File: config.mk
export PLATFORM = sky130hd
export DESIGN_NAME = ternary_mvm_stream
export DESIGN_NICKNAME = d
export VERILOG_FILES = /design/src/rtl/ternary_mvm_stream.sv
export SDC_FILE = /design/constraint.sdc
export NUM_CORES = 1
export LEC_CHECK = 0
export BUFFER_PORTS_ARGS = -buffer_cell sky130_fd_sc_hd__buf_2
export CAP_MARGIN = 30
export CORE_MARGIN = 2
export CORE_UTILIZATION = 42
export DETAILED_ROUTE_END_ITERATION = 16
export SYNTH_ARGS = -nofsm -noshare
export SYNTH_HDL_FRONTEND = slang
export SYNTH_SLANG_ARGS = --single-unit
File: constraint.sdc
create_clock -name clk -period 7 [get_ports clk]
set_clock_uncertainty 0.05 [all_clocks]
set_input_delay 1.4 -clock clk [delete_from_list [all_inputs] [get_ports clk]]
set_output_delay 1.4 -clock clk [all_outputs]
set_load 0.01 [all_outputs]
File: src/rtl/ternary_mvm_stream.sv
// Streaming ternary matrix-vector multiplier: Lanes inputs per beat, OutLen results drained one per beat.
// Define TERNARY_MVM_SATURATE_EN to clamp results to the signed BitWidth range instead of wrapping.
module ternary_mvm_stream #(
    parameter int InLen    = 16,
    parameter int OutLen   = 8,
    parameter int BitWidth = 8,
    parameter int Lanes    = 2
) (
    input  logic                        clk,
    input  logic                        rst,
    input  logic                        in_valid,
    output logic                        in_ready,
    input  logic [BitWidth*Lanes-1:0]   vec_in,
    input  logic [2*InLen*OutLen-1:0]   w,
    output logic                        out_valid,
    input  logic                        out_ready,
    output logic [BitWidth-1:0]         vec_out,
    output logic                        out_last
);

    localparam int AccWidth = BitWidth + $clog2(InLen) + 1;
    localparam int Beats    = InLen / Lanes;
    localparam int CntW     = (Beats > 1) ? $clog2(Beats) : 1;
    localparam int IdxW     = $clog2(OutLen);

`ifdef TERNARY_MVM_SATURATE_EN
    localparam logic signed [AccWidth-1:0] SatMax = AccWidth'((2 ** (BitWidth - 1)) - 1);
    localparam logic signed [AccWidth-1:0] SatMin = -SatMax - AccWidth'(1);
`endif

    typedef enum logic {
        EMPTY,
        DRAIN
    } drain_state_t;

    drain_state_t state, state_next;

    logic [CntW-1:0]            beat_cnt;
    logic [IdxW-1:0]            idx;
    logic                       pending;
    logic signed [AccWidth-1:0] acc       [OutLen];
    logic signed [AccWidth-1:0] acc_next  [OutLen];
    logic signed [AccWidth-1:0] psum      [OutLen];
    logic signed [AccWidth-1:0] drain_buf [OutLen];
    logic signed [AccWidth-1:0] lane_ext  [Lanes];

    logic accept;
    logic last_beat;
    logic out_fire;
    logic buf_free;
    logic load;

    function automatic logic [BitWidth-1:0] narrow(input logic signed [AccWidth-1:0] a);
`ifdef TERNARY_MVM_SATURATE_EN
        if (a > SatMax) return SatMax[BitWidth-1:0];
        if (a < SatMin) return SatMin[BitWidth-1:0];
`endif
        return a[BitWidth-1:0];
    endfunction

    assign in_ready  = !pending;
    assign accept    = in_valid && in_ready;
    assign last_beat = (beat_cnt == CntW'(Beats - 1));
    assign out_fire  = out_valid && out_ready;
    // The buffer can take a new vector when idle or when its final element leaves this cycle.
    assign buf_free  = (state == EMPTY) || (out_fire && out_last);
    assign load      = buf_free && (pending || (accept && last_beat));

    for (genvar l = 0; l < Lanes; l++) begin : g_lane
        assign lane_ext[l] = {{(AccWidth - BitWidth){vec_in[(l + 1) * BitWidth - 1]}},
                              vec_in[l * BitWidth +: BitWidth]};
    end

    always_comb begin : partial_sums
        int         widx;
        logic [1:0] wt;
        widx = 0;
        wt   = '0;
        for (int j = 0; j < OutLen; j++) begin
            psum[j] = '0;
            for (int l = 0; l < Lanes; l++) begin
                widx = (int'(beat_cnt) * Lanes + l) * OutLen + j;
                wt   = w[2 * widx +: 2];
                if (wt == 2'b01)
                    psum[j] = psum[j] + lane_ext[l];
                else if (wt == 2'b11)
                    psum[j] = psum[j] - lane_ext[l];
            end
        end
    end

    always_comb begin
        for (int j = 0; j < OutLen; j++) begin
            acc_next[j] = (beat_cnt == '0) ? psum[j] : acc[j] + psum[j];
        end
    end

    always_ff @(posedge clk or posedge rst) begin
        if (rst) begin
            beat_cnt <= '0;
            pending  <= 1'b0;
            for (int j = 0; j < OutLen; j++) acc[j] <= '0;
        end else begin
            if (accept) begin
                for (int j = 0; j < OutLen; j++) acc[j] <= acc_next[j];
                beat_cnt <= last_beat ? '0 : beat_cnt + CntW'(1);
            end
            // A completed vector parks in acc while pending; in_ready is low so acc cannot change.
            if (accept && last_beat && !buf_free)
                pending <= 1'b1;
            else if (pending && buf_free)
                pending <= 1'b0;
        end
    end

    always_ff @(posedge clk or posedge rst) begin
        if (rst) begin
            state <= EMPTY;
            idx   <= '0;
            for (int j = 0; j < OutLen; j++) drain_buf[j] <= '0;
        end else begin
            state <= state_next;
            if (out_fire)
                idx <= out_last ? '0 : idx + IdxW'(1);
            if (load) begin
                for (int j = 0; j < OutLen; j++)
                    drain_buf[j] <= pending ? acc[j] : acc_next[j];
            end
        end
    end

    always_comb begin
        state_next = state;
        out_valid  = 1'b0;
        out_last   = 1'b0;
        vec_out    = '0;
        case (state)
            EMPTY: begin
                if (load) state_next = DRAIN;
            end
            DRAIN: begin
                out_valid = 1'b1;
                out_last  = (idx == IdxW'(OutLen - 1));
                vec_out   = narrow(drain_buf[idx]);
                if (out_fire && out_last) state_next = load ? DRAIN : EMPTY;
            end
            default: state_next = EMPTY;
        endcase
    end

endmodule

==> impl_metrics.yaml <==
status:
  outcome: "finished clean"
routing:
  dr.pass1.iters: 5
  drc: 0
  wl_um: 65800
  avgViaCountPerCell: 5.92
  vias: 16800
  wl_met2_um: 31100
  drtIter0Drc: 1358
  antenna_left: 0
  wire_per_inst_um: 23.2
  dr.max_layer_used: "met4"
  wl_met3_um: 3440
  met1_length_um: 29500
global_routing:
  grt_pass1_wl_um: 100000
  grt_pass1_vias: 16500
  grt_overflow: 0
  antenna_found_initial: 1
  grt_usage_pct: 30.2
  grt_max_degree: 87
sta:
  setup_viol: 0
  fmax_mhz: 168
  totalNegativeSetupSlack_ns: 0
  slew_headroom_pct: 36.5
  grt_setup_unrepaired: "no"
  hold_viol: 0
  drv_slew: 0
  fin_ws_ns: 1.03
  min_period_ns: 5.97
  timing.final.crit_share_pct: 85.3
  hold_slack_ns: 0.438
  worst_slew_pin_slew_ns: 0.953
final_layout:
  multi_input_area_mm2: 0.0133
  final_area_mm2: 0.0202
  drive_gt1_share_pct: 22.3
  layout.nets: 2756
  seqCellArea_mm2: 0.00341
  area_growth_pct: 14.4
  nFillCells: 4015
  antenna_cells: 0
clocking:
  cts_tree: "built"
  cts_resized: 0
  hold_buffers: 0
  clk_pin_slew_ns: 0.06
  clock_path_buffers: 2
  root_buffer: "clkbuf_16"
  post-cts-setup-buffers: 0
  cts_buffers: 17
  cts_htree_levels: 4
  clock-sinks: 136
  insertion_delay_ns: 0.44
min_path:
  min_path_cells: 1
  hold_end: "drain_buf[66]"
  hold_path_class: "register to register"
  hp-start: "drain_buf[66]"
worst_setup_path:
  cp_cell_sequence: "nor2b_1 -> a22oi_2 -> nand3b_1 -> xor2_1 -> nor2_1 -> ha_1 -> inv_1 -> a221oi_1 -> mux2i_1 -> xnor2_1 -> mux2_2 -> ha_1 -> a21oi_1 -> nor2_1 -> o41ai_1 -> and3_1 -> o21ai_0 -> xnor2_1 -> xnor2_2 -> o21ai_1"
  cp_data_arrival_time_ns: 6.21
  required_ns: 7.24
  r2r_end: "acc[85]"
  reg2reg_depth: 20
  slowest_stage: "dfrtp_4"
  crit_type: "register to register"
  slowest_delay_ns: 0.66
  cp_max_fo: 25
  crit_path_end_kind: "register"
  worst_setup_path_start_kind: "register"
  rrSetupSlack_ns: 1.03
  timing.rr.start: "beat_cnt[1]"
  cp-startpoint: "beat_cnt[1]"
logic_synthesis:
  async_reset_ff_share_pct: 100
  seq_area_frac_synth_pct: 19.3
  ys_warn_count: 0
  synthFlopType: "dfrtp_1"
  syn_nets: 2523
  synthCells: 2049
  yosysUniqueCellTypes: 83
  synth_edf_count: 0
  syn-cell-area_mm2: 0.0177
  syn-mean-instance-area_um2: 8.62
  ys_seq_elements: 136
placed_design:
  dpl_cell_area_mm2: 0.0195
  dpl.hpwl_um: 52600
  io_buffer_count: 286
  pre_cts_ws_ns: 0.672
  gp_congestion: 1.00
die:
  die_y_um: 209
  core_area_mm2: 0.0418
  io_pins: 287
  die_area_mm2: 0.0437
  rows: 75
  start_util_pct: 42.3
  die_w_um: 209
flow_run:
  max_cap_violations: 0
synthesized netlist by cell type, types with 24 or more instances:
library cell	number	area share, %
mux4_2	41	5.2
dfrtp_1	136	19
clkbuf_1	66	1.4
a21oi_1	173	4.9
o21ai_0	126	3.6
mux2i_1	118	6.7
nand3_1	54	1.5
o21bai_1	27	1.1
xnor2_1	88	4.4
fa_1	24	2.7
or3_1	31	1.1
nor2_1	153	3.3
nand2_1	168	3.6
mux2_2	49	3.1
nor3_1	34	0.96
xor2_1	50	2.5
nor2b_1	38	1.3
o31ai_1	32	1.4
ha_1	174	12
inv_1	108	2.3
stage by stage:
stage          util [%]  cells
4_1_cts            48.3   2833
6_report           48.4   2834
3_3_place_gp       46.7   2800
5_1_grt            48.4   2834
3_5_place_dp       46.8   2801
2_1_floorplan         -   2049
per-layer routing:
layer  track usage [%]  vias up
met5                 0        -
met4              8.45        0
met3              2.90       67
met2              50.2      569
met1              41.8     8245
li1                  -     7893
placed cells by master, fill, tap and decap left out, types with 10 or more instances in the layout:
cell type    n
mux2i_1    118
buf_4       35
a22o_1      21
nor2b_1     38
and3_1      22
a22oi_1     20
ha_1       174
xnor2_1     88
a22oi_2     11
or3_1       31
nand2_1    167
clkbuf_16   17
o21bai_1    27
nor3_1      34
o21ai_1     18
mux4_2      41
nand3_1     54
inv_1      107
o21a_1      17
o31ai_1     32
buf_2      286
o22ai_1     11
xor2_1      50
a21o_1      22
mux2_2      49
dfrtp_1    132
and2_1      10
fa_1        24
nor2_1     152
a21oi_1    172
o21ai_0    126
a31oi_1     14
worst max-delay path, delay by kind of cell (launching register included):
family	cells	cell delay, ns
AO/OA/AOI/OAI	6	1.66
AND/OR/NAND/NOR	5	1.22
XOR/XNOR	4	0.87
adder cells (fa/ha/maj)	2	0.77
flip-flops	1	0.66
multiplexers	2	0.50
buffers and inverters	1	0.07
layout make-up:
class                      count  share of cell area [%]
tap                          539                    3.34
inverter                     113                    2.12
sequential                   136                    16.9
timing repair buffer         324                    8.75
clock inverter                 7                   0.557
clock buffer                  25                    2.60
multi-input combinational   1690                    65.8
cells by family (layout without fill, tap and decap cells):
family	count (synthesis)	after routing	synth area share, %
adder cells (fa/ha/maj)	198	198	15.0
AND/OR/NAND/NOR	549	549	14.4
flip-flops	136	136	19.3
XOR/XNOR	140	140	7.06
buffers and inverters	223	469	5.67
AO/OA/AOI/OAI	573	573	20.8
multiplexers	230	230	17.7
sequential cells by signal, indices dropped and copies added, names as in the netlist:
register,count
beat_cnt,3
acc,64
idx,3
state,1
drain_buf,64
pending,1
worst max path at each step:
stage                    end  cells past startpoint
2_1_floorplan  drain_buf[85]                     23
3_3_place_gp   drain_buf[85]                     21
3_5_place_dp         acc[85]                     22
4_1_cts              acc[85]                     22
5_1_grt              acc[33]                     23
6_report             acc[85]                     20
Power is not shown: default switching activity piles up to over one toggle a cycle in this logic, so the estimate is an artifact.
